## config.mk

```make
export PLATFORM = sky130hd
export DESIGN_NAME = audio_mix_sequencer_flat
export DESIGN_NICKNAME = d
export VERILOG_FILES = /design/src/rtl/audio_mix_sequencer_if.sv /design/src/rtl/audio_mix_sequencer.sv /design/src/flat_wrapper.sv
export SDC_FILE = /design/constraint.sdc
export NUM_CORES = 1
export LEC_CHECK = 0
export ABC_AREA = 1
export CAP_MARGIN = 20
export CORE_ASPECT_RATIO = 1.4
export CORE_MARGIN = 10
export CORE_UTILIZATION = 55
export CTS_BUF_LIST = sky130_fd_sc_hd__clkbuf_2 sky130_fd_sc_hd__clkbuf_4 sky130_fd_sc_hd__clkbuf_8
export DETAILED_ROUTE_END_ITERATION = 16
export GPL_TIMING_DRIVEN = 0
export PLACE_DENSITY = 0.82
export REMOVE_ABC_BUFFERS = 1
export SLEW_MARGIN = 20
export SYNTH_ARGS = -nofsm -noshare
export SYNTH_HDL_FRONTEND = slang
export SYNTH_SLANG_ARGS = --single-unit
```

## constraint.sdc

```tcl
create_clock -name clk_pixel -period 10.4 [get_ports clk_pixel]
set_clock_uncertainty 0.1 [all_clocks]
set_input_delay 2.08 -clock clk_pixel [delete_from_list [all_inputs] [get_ports clk_pixel]]
set_output_delay 2.08 -clock clk_pixel [all_outputs]
set_load 0.02 [all_outputs]
```

## src/rtl/audio_mix_sequencer_if.sv

```systemverilog
// Stereo mixer port bundle: sample sources and strobe in, mixed stereo word out.
// The mixer connects through the slave modport; the source side uses master.
interface audio_mix_sequencer_if #(
   parameter int unsigned NUM_SOURCES  = 4,
   parameter int unsigned SAMPLE_WIDTH = 16
);
   logic                                  sample_strobe_i;
   logic [NUM_SOURCES*SAMPLE_WIDTH-1:0]   src_l_i;
   logic [NUM_SOURCES*SAMPLE_WIDTH-1:0]   src_r_i;
   logic [NUM_SOURCES-1:0]                src_en_i;
   logic [2*NUM_SOURCES-1:0]              src_att_i;
   logic [SAMPLE_WIDTH-1:0]               sample_l_o;
   logic [SAMPLE_WIDTH-1:0]               sample_r_o;
   logic                                  sample_valid_o;
   logic                                  clip_l_o;
   logic                                  clip_r_o;
   logic                                  busy_o;
   logic [7:0]                            overrun_count_o;

   modport master (
      output sample_strobe_i, src_l_i, src_r_i, src_en_i, src_att_i,
      input  sample_l_o, sample_r_o, sample_valid_o, clip_l_o, clip_r_o, busy_o,
             overrun_count_o
   );

   modport slave (
      input  sample_strobe_i, src_l_i, src_r_i, src_en_i, src_att_i,
      output sample_l_o, sample_r_o, sample_valid_o, clip_l_o, clip_r_o, busy_o,
             overrun_count_o
   );
endinterface

```

## src/rtl/audio_mix_sequencer.sv

```systemverilog
// Time-multiplexed stereo mixer: snapshots all sources on the audio strobe, sums them
// through one shared adder (L/R interleaved), saturates to SAMPLE_WIDTH and pulses valid.
module audio_mix_sequencer #(
   parameter int unsigned NUM_SOURCES  = 4,
   parameter int unsigned SAMPLE_WIDTH = 16
) (
   input logic                  clk_pixel,
   input logic                  reset,
   audio_mix_sequencer_if.slave bus
);
   localparam int unsigned N     = NUM_SOURCES;
   localparam int unsigned W     = SAMPLE_WIDTH;
   localparam int unsigned ACC_W = W + $clog2(N) + 1;
   localparam int unsigned SW    = $clog2(2 * N);
   localparam logic [SW-1:0] LAST_STEP = SW'(2 * N - 1);
   localparam logic signed [ACC_W-1:0] SAT_MAX = {{(ACC_W-W+1){1'b0}}, {(W-1){1'b1}}};
   localparam logic signed [ACC_W-1:0] SAT_MIN = {{(ACC_W-W+1){1'b1}}, {(W-1){1'b0}}};

   typedef enum logic [1:0] {StIdle, StAcc, StSat} state_e;

   state_e                  r_state, w_state_next;
   logic [N*W-1:0]          r_snap_l, r_snap_r;
   logic [N-1:0]            r_snap_en;
   logic [2*N-1:0]          r_snap_att;
   logic [SW-1:0]           r_step;
   logic signed [ACC_W-1:0] r_acc_l, r_acc_r;
   logic [W-1:0]            r_sample_l, r_sample_r;
   logic                    r_clip_l, r_clip_r, r_valid;
   logic [7:0]              r_overrun;

   logic [SW-2:0]           w_src;
   logic                    w_is_r;
   logic [W-1:0]            w_sample;
   logic [1:0]              w_att;
   logic                    w_en;
   logic signed [ACC_W-1:0] w_ext, w_shift, w_operand, w_acc_sel, w_sum;
   logic [W-1:0]            w_word_l, w_word_r;
   logic                    w_clip_l, w_clip_r;

   // Shared operand mux and adder; even steps feed left, odd steps feed right.
   always_comb begin
      w_src     = r_step[SW-1:1];
      w_is_r    = r_step[0];
      w_sample  = w_is_r ? r_snap_r[w_src*W +: W] : r_snap_l[w_src*W +: W];
      w_att     = r_snap_att[w_src*2 +: 2];
      w_en      = r_snap_en[w_src];
      w_ext     = {{(ACC_W-W){w_sample[W-1]}}, w_sample};
      // Kept separate from the enable mux so the shift stays arithmetic.
      w_shift   = w_ext >>> w_att;
      w_operand = w_en ? w_shift : '0;
      w_acc_sel = w_is_r ? r_acc_r : r_acc_l;
      w_sum     = w_acc_sel + w_operand;
   end

   always_comb begin
      w_word_l = r_acc_l[W-1:0];
      w_clip_l = 1'b0;
      if (r_acc_l > SAT_MAX) begin
         w_word_l = SAT_MAX[W-1:0];
         w_clip_l = 1'b1;
      end else if (r_acc_l < SAT_MIN) begin
         w_word_l = SAT_MIN[W-1:0];
         w_clip_l = 1'b1;
      end
      w_word_r = r_acc_r[W-1:0];
      w_clip_r = 1'b0;
      if (r_acc_r > SAT_MAX) begin
         w_word_r = SAT_MAX[W-1:0];
         w_clip_r = 1'b1;
      end else if (r_acc_r < SAT_MIN) begin
         w_word_r = SAT_MIN[W-1:0];
         w_clip_r = 1'b1;
      end
   end

   always_comb begin
      w_state_next = r_state;
      unique case (r_state)
         StIdle:  if (bus.sample_strobe_i) w_state_next = StAcc;
         StAcc:   if (r_step == LAST_STEP) w_state_next = StSat;
         StSat:   w_state_next = StIdle;
         default: w_state_next = StIdle;
      endcase
   end

   always_ff @(posedge clk_pixel or posedge reset) begin
      if (reset) r_state <= StIdle;
      else       r_state <= w_state_next;
   end

   always_ff @(posedge clk_pixel or posedge reset) begin
      if (reset) begin
         r_snap_l   <= '0;
         r_snap_r   <= '0;
         r_snap_en  <= '0;
         r_snap_att <= '0;
         r_step     <= '0;
         r_acc_l    <= '0;
         r_acc_r    <= '0;
         r_sample_l <= '0;
         r_sample_r <= '0;
         r_clip_l   <= 1'b0;
         r_clip_r   <= 1'b0;
         r_valid    <= 1'b0;
         r_overrun  <= '0;
      end else begin
         r_valid <= 1'b0;
         unique case (r_state)
            StIdle: begin
               if (bus.sample_strobe_i) begin
                  r_snap_l   <= bus.src_l_i;
                  r_snap_r   <= bus.src_r_i;
                  r_snap_en  <= bus.src_en_i;
                  r_snap_att <= bus.src_att_i;
                  r_acc_l    <= '0;
                  r_acc_r    <= '0;
                  r_step     <= '0;
               end
            end
            StAcc: begin
               if (w_is_r) r_acc_r <= w_sum;
               else        r_acc_l <= w_sum;
               r_step <= r_step + 1'b1;
            end
            StSat: begin
               r_sample_l <= w_word_l;
               r_sample_r <= w_word_r;
               r_clip_l   <= w_clip_l;
               r_clip_r   <= w_clip_r;
               r_valid    <= 1'b1;
            end
            default: ;
         endcase
         if (bus.sample_strobe_i && r_state != StIdle && r_overrun != 8'hFF) begin
            r_overrun <= r_overrun + 8'd1;
         end
      end
   end

   assign bus.sample_l_o      = r_sample_l;
   assign bus.sample_r_o      = r_sample_r;
   assign bus.sample_valid_o  = r_valid;
   assign bus.clip_l_o        = r_clip_l;
   assign bus.clip_r_o        = r_clip_r;
   assign bus.busy_o          = (r_state != StIdle);
   assign bus.overrun_count_o = r_overrun;
endmodule

```

## src/flat_wrapper.sv

```systemverilog
// flat-port wrapper written by rule: the top's interface ports become plain ports
module audio_mix_sequencer_flat 
#(
   parameter int unsigned NUM_SOURCES  = 4,
   parameter int unsigned SAMPLE_WIDTH = 16
)
  (clk_pixel, reset, bus_sample_strobe_i, bus_src_l_i, bus_src_r_i, bus_src_en_i, bus_src_att_i, bus_sample_l_o, bus_sample_r_o, bus_sample_valid_o, bus_clip_l_o, bus_clip_r_o, bus_busy_o, bus_overrun_count_o);
  audio_mix_sequencer_if #(.NUM_SOURCES(NUM_SOURCES), .SAMPLE_WIDTH(SAMPLE_WIDTH)) bus_i ();
  input logic clk_pixel;
  input logic reset;
  input wire logic [$bits(bus_i.sample_strobe_i)-1:0] bus_sample_strobe_i;
  input wire logic [$bits(bus_i.src_l_i)-1:0] bus_src_l_i;
  input wire logic [$bits(bus_i.src_r_i)-1:0] bus_src_r_i;
  input wire logic [$bits(bus_i.src_en_i)-1:0] bus_src_en_i;
  input wire logic [$bits(bus_i.src_att_i)-1:0] bus_src_att_i;
  output wire logic [$bits(bus_i.sample_l_o)-1:0] bus_sample_l_o;
  output wire logic [$bits(bus_i.sample_r_o)-1:0] bus_sample_r_o;
  output wire logic [$bits(bus_i.sample_valid_o)-1:0] bus_sample_valid_o;
  output wire logic [$bits(bus_i.clip_l_o)-1:0] bus_clip_l_o;
  output wire logic [$bits(bus_i.clip_r_o)-1:0] bus_clip_r_o;
  output wire logic [$bits(bus_i.busy_o)-1:0] bus_busy_o;
  output wire logic [$bits(bus_i.overrun_count_o)-1:0] bus_overrun_count_o;
  assign bus_i.sample_strobe_i = bus_sample_strobe_i;
  assign bus_i.src_l_i = bus_src_l_i;
  assign bus_i.src_r_i = bus_src_r_i;
  assign bus_i.src_en_i = bus_src_en_i;
  assign bus_i.src_att_i = bus_src_att_i;
  assign bus_sample_l_o = bus_i.sample_l_o;
  assign bus_sample_r_o = bus_i.sample_r_o;
  assign bus_sample_valid_o = bus_i.sample_valid_o;
  assign bus_clip_l_o = bus_i.clip_l_o;
  assign bus_clip_r_o = bus_i.clip_r_o;
  assign bus_busy_o = bus_i.busy_o;
  assign bus_overrun_count_o = bus_i.overrun_count_o;
  audio_mix_sequencer #(.NUM_SOURCES(NUM_SOURCES), .SAMPLE_WIDTH(SAMPLE_WIDTH)) u_core (.clk_pixel(clk_pixel), .reset(reset), .bus(bus_i));
endmodule
```

==> run summary <==
The run finished with clean final reports. The chip height came out at 192 µm. The global-route wire length before repair came out at 49,100 µm.

The synthesized area per cell came out at 7.64 µm². The data required time at the worst endpoint came out at 10.73 ns. The synthesized design contains 0 enable-type register cells.

The tool flagged a number of max-cap violations equal to 0. The initial antenna violation count came out at 2. The cell count after placement is 1,904. The path class of the tightest hold or removal check is reg2reg. The combined global-route utilization of all metal layers came out at 21.7%. After routing, the total negative slack on setup checks comes to 0 ns. The final net count came out at 1,846. Setup repair after global routing left no endpoint under its margin. The number of standard cells after synthesis came out at 1,530. The length of the first detailed-routing pass in iterations came out at 5. The total wire length came out at 30,000 µm. The core utilization of the finished layout came out at 67.8%.

In the finished design, the share of the clock period the worst path needs comes to 48.5%. The total clock buffers created by CTS came out at 35. STA classifies the critical path endpoint as a register.

The number of clock sinks is 226. The transition time at the pin with the least slew margin is 1.03 ns. The async set-or-reset flop fraction in the synthesized netlist came out at 100%. The fill cell total of the finished layout is 1,754. In the final routed layout, each cell accounts on average for 15.3 µm.

Routability-driven placement finished with a final weighted congestion of 0.849. The effective utilization at floorplan came out at 55.5%. The clock reaches the later pin of the worst-skew pair after 0.52 ns. The minimum setup slack in the final design came out at 5.35 ns. The H-tree depth came out at 2. The via total after detailed routing is 10.3k. The clock-pin slew on the worst setup and hold paths came out at 0.07 ns. The biggest fanout along the worst timing path is 21. The power per unit of standard cell area is 338 nW/µm².

The headroom to the max-slew limit is 31.1%. The number of port buffers came out at 186. The post-CTS setup-driven buffer insertion count is 0. The layout overhead on the synthesized area came out at 22.2%. The count of final hold-check violations came out at 0. The maximum achievable frequency is 198 MHz.

The number of global-route vias before repair came to 10.1k. The detailed router finished its first iteration with 652 violations. For this run, the number of standard cells in the final layout without fillers is 1,964.

In this run the clock root is driven by a sky130_fd_sc_hd__clkbuf_8. For this run, the number of Yosys warnings is 0. The number of pins with negative max-slew slack in the final report is 0. The total overflow left after global routing is 0. The post-synthesis cell area came out at 11,700 µm². The classification of the worst setup path is reg2reg. In this run, post-CTS hold repair placed 0 buffers. The half-perimeter wire length of the detailed placement result came out at 21,300 µm. The number of vias per cell after detailed routing came out at 5.27. The count of state elements after synthesis is 226. Once detail routing completed, the nets flagged for antenna violations numbered 0. The CTS tree is built. The DRC violations left is 0. The boundary pin count is 187.

The die is 143 µm wide. The worst voltage drop across the vdd grid is 168 µV. In this run the standard cell core region covers 21,000 µm². The placement-stage worst setup slack came out at 5.41 ns. Entering global routing, the biggest net connects 110 pins. The number of gates given a new drive strength after cts is 0. The commonest register cell after synthesis is sky130_fd_sc_hd__dfrtp_1. The floorplan step defined a die boundary enclosing 27,600 µm². The clock passes through at most 3 buffers.

The count of different cell masters after synthesis came out at 42. The share of cells above drive strength 1 is 6.17%. The minimum clock period came out at 5.05 ns.

The final number of setup-violating endpoints came out at 0. STA puts the critical path data arrival time at 5.38 ns. The post-synthesis sequential area ratio came out at 48.4%. The startpoint kind of the worst setup timing path is a register. The number of rows in the core area is 63.

The static leakage came out at 0.00707 µW.
[stage by stage]
stage / instance area [µm²] / total power [µW] / hold WS (ns)
after floorplan: 11100 / 3260 / 0.337
after global placement: 13300 / 3980 / 0.348
after detailed placement: 13500 / 4060 / 0.353
after CTS: 14300 / 4850 / 0.368
after global routing: 14300 / 5290 / 0.387
final: 14300 / 4830 / 0.365
[power breakdown]
part	total (µW)	internal, µW	switching (µW)
Clock	766	432	334
Combinational	2500	919	1580
Sequential	1560	1290	276
Total	4830	2640	2190
[final cells by class]
class / instances / area [µm²] / area share, %
sequential: 226 / 5660 / 39.7
multi-input combinational: 1129 / 5130 / 36.0
timing repair buffer: 195 / 2060 / 14.5
clock buffer: 54 / 668 / 4.68
inverter: 94 / 373 / 2.61
tap: 260 / 325 / 2.28
clock inverter: 4 / 47.5 / 0.333
antenna: 2 / 5.00 / 0.0351
[synthesized netlist by cell type (21+ instances only)]
library cell / n / area (µm²)
sky130_fd_sc_hd__nand2_1: 617 / 2320
sky130_fd_sc_hd__dfrtp_1: 226 / 5660
sky130_fd_sc_hd__o21ai_0: 162 / 811
sky130_fd_sc_hd__nor2_1: 118 / 443
sky130_fd_sc_hd__inv_1: 82 / 308
sky130_fd_sc_hd__nand3_1: 50 / 250
sky130_fd_sc_hd__a21oi_1: 49 / 245
sky130_fd_sc_hd__o21ai_1: 36 / 180
sky130_fd_sc_hd__buf_2: 28 / 140
sky130_fd_sc_hd__buf_6: 23 / 259
sky130_fd_sc_hd__clkbuf_1: 22 / 82.6
sky130_fd_sc_hd__ha_1: 21 / 263
[cell usage in the layout (no fill, tap or decap), drive strengths merged, types with 9 or more instances in the layout]
| cell | n |
|---|---|
| nand4 | 12 |
| clkbuf | 54 |
| o21ai | 199 |
| o211ai | 11 |
| a21oi | 51 |
| clkdlybuf4s50 | 186 |
| dfrtp | 226 |
| ha | 21 |
| buf | 9 |
| nand3 | 52 |
| nor2 | 120 |
| nand2 | 623 |
| inv | 93 |
[cells by family (layout without fill, tap and decap cells)]
kind of cell             after synthesis  after routing  synth area share (%)
AND/OR/NAND/NOR                      823            823                  28.0
AO/OA/AOI/OAI                        270            270                  12.2
flip-flops                           226            226                  48.4
buffers and inverters                175            347                  7.87
adder cells (fa/ha/maj)               22             22                  2.42
XOR/XNOR                               8              8                 0.600
multiplexers                           6              6                 0.514
other                                  0              2                     0
[final timing paths]
kind                            cells past startpoint           startpoint  slack, ns                         to
worst max-delay path                               16     u_core.r_step[2]       5.35         u_core.r_acc_l[12]
worst min-delay path                                2  u_core.r_snap_r[30]       0.37        u_core.r_snap_r[30]
worst max register to register                     16     u_core.r_step[2]       5.35         u_core.r_acc_l[12]
worst min register to register                      2  u_core.r_snap_r[30]       0.37        u_core.r_snap_r[30]
max in group asynchronous                           3                reset       7.43        u_core.r_snap_r[58]
min in group asynchronous                           2                reset       1.88  u_core.bus.sample_valid_o
[layer usage]
metal / GRT usage [%] / wire (µm) / up-vias
li1: - / - / 5170
met1: 24.7 / 11800 / 4819
met2: 38.2 / 15300 / 273
met3: 4.26 / 1650 / 79
met4: 10.5 / 1230 / 0
met5: 0 / 0 / -
[flip-flops by register name, summed over array words and instances (netlist names), 2 cells and up]
| name | count |
|---|---|
| u_core.r_snap_l | 64 |
| u_core.r_acc_r | 19 |
| u_core.r_acc_l | 19 |
| u_core.r_snap_r | 64 |
| u_core.r_snap_en | 4 |
| u_core.bus.sample_l_o | 16 |
| u_core.r_state | 2 |
| u_core.bus.sample_r_o | 16 |
| u_core.bus.overrun_count_o | 8 |
| u_core.r_step | 3 |
| u_core.r_snap_att | 8 |
[worst max-delay path, cell delays in order (launching register included)]
cell,delay (ns)
sky130_fd_sc_hd__dfrtp_1,1.02
sky130_fd_sc_hd__inv_1,0.72
sky130_fd_sc_hd__a32oi_2,0.76
sky130_fd_sc_hd__inv_2,0.25
sky130_fd_sc_hd__nand2_1,0.12
sky130_fd_sc_hd__o21ai_0,0.08
sky130_fd_sc_hd__nor2_1,0.18
sky130_fd_sc_hd__ha_1,0.21
sky130_fd_sc_hd__inv_1,0.06
sky130_fd_sc_hd__fa_1,0.42
sky130_fd_sc_hd__o21bai_1,0.23
sky130_fd_sc_hd__nand2_1,0.08
sky130_fd_sc_hd__nand2_1,0.13
sky130_fd_sc_hd__nand2_1,0.09
sky130_fd_sc_hd__nand3b_1,0.09
sky130_fd_sc_hd__nand3_1,0.16
sky130_fd_sc_hd__o21ai_0,0.21
No activity file was read; power rests on OpenSTA's default activity.
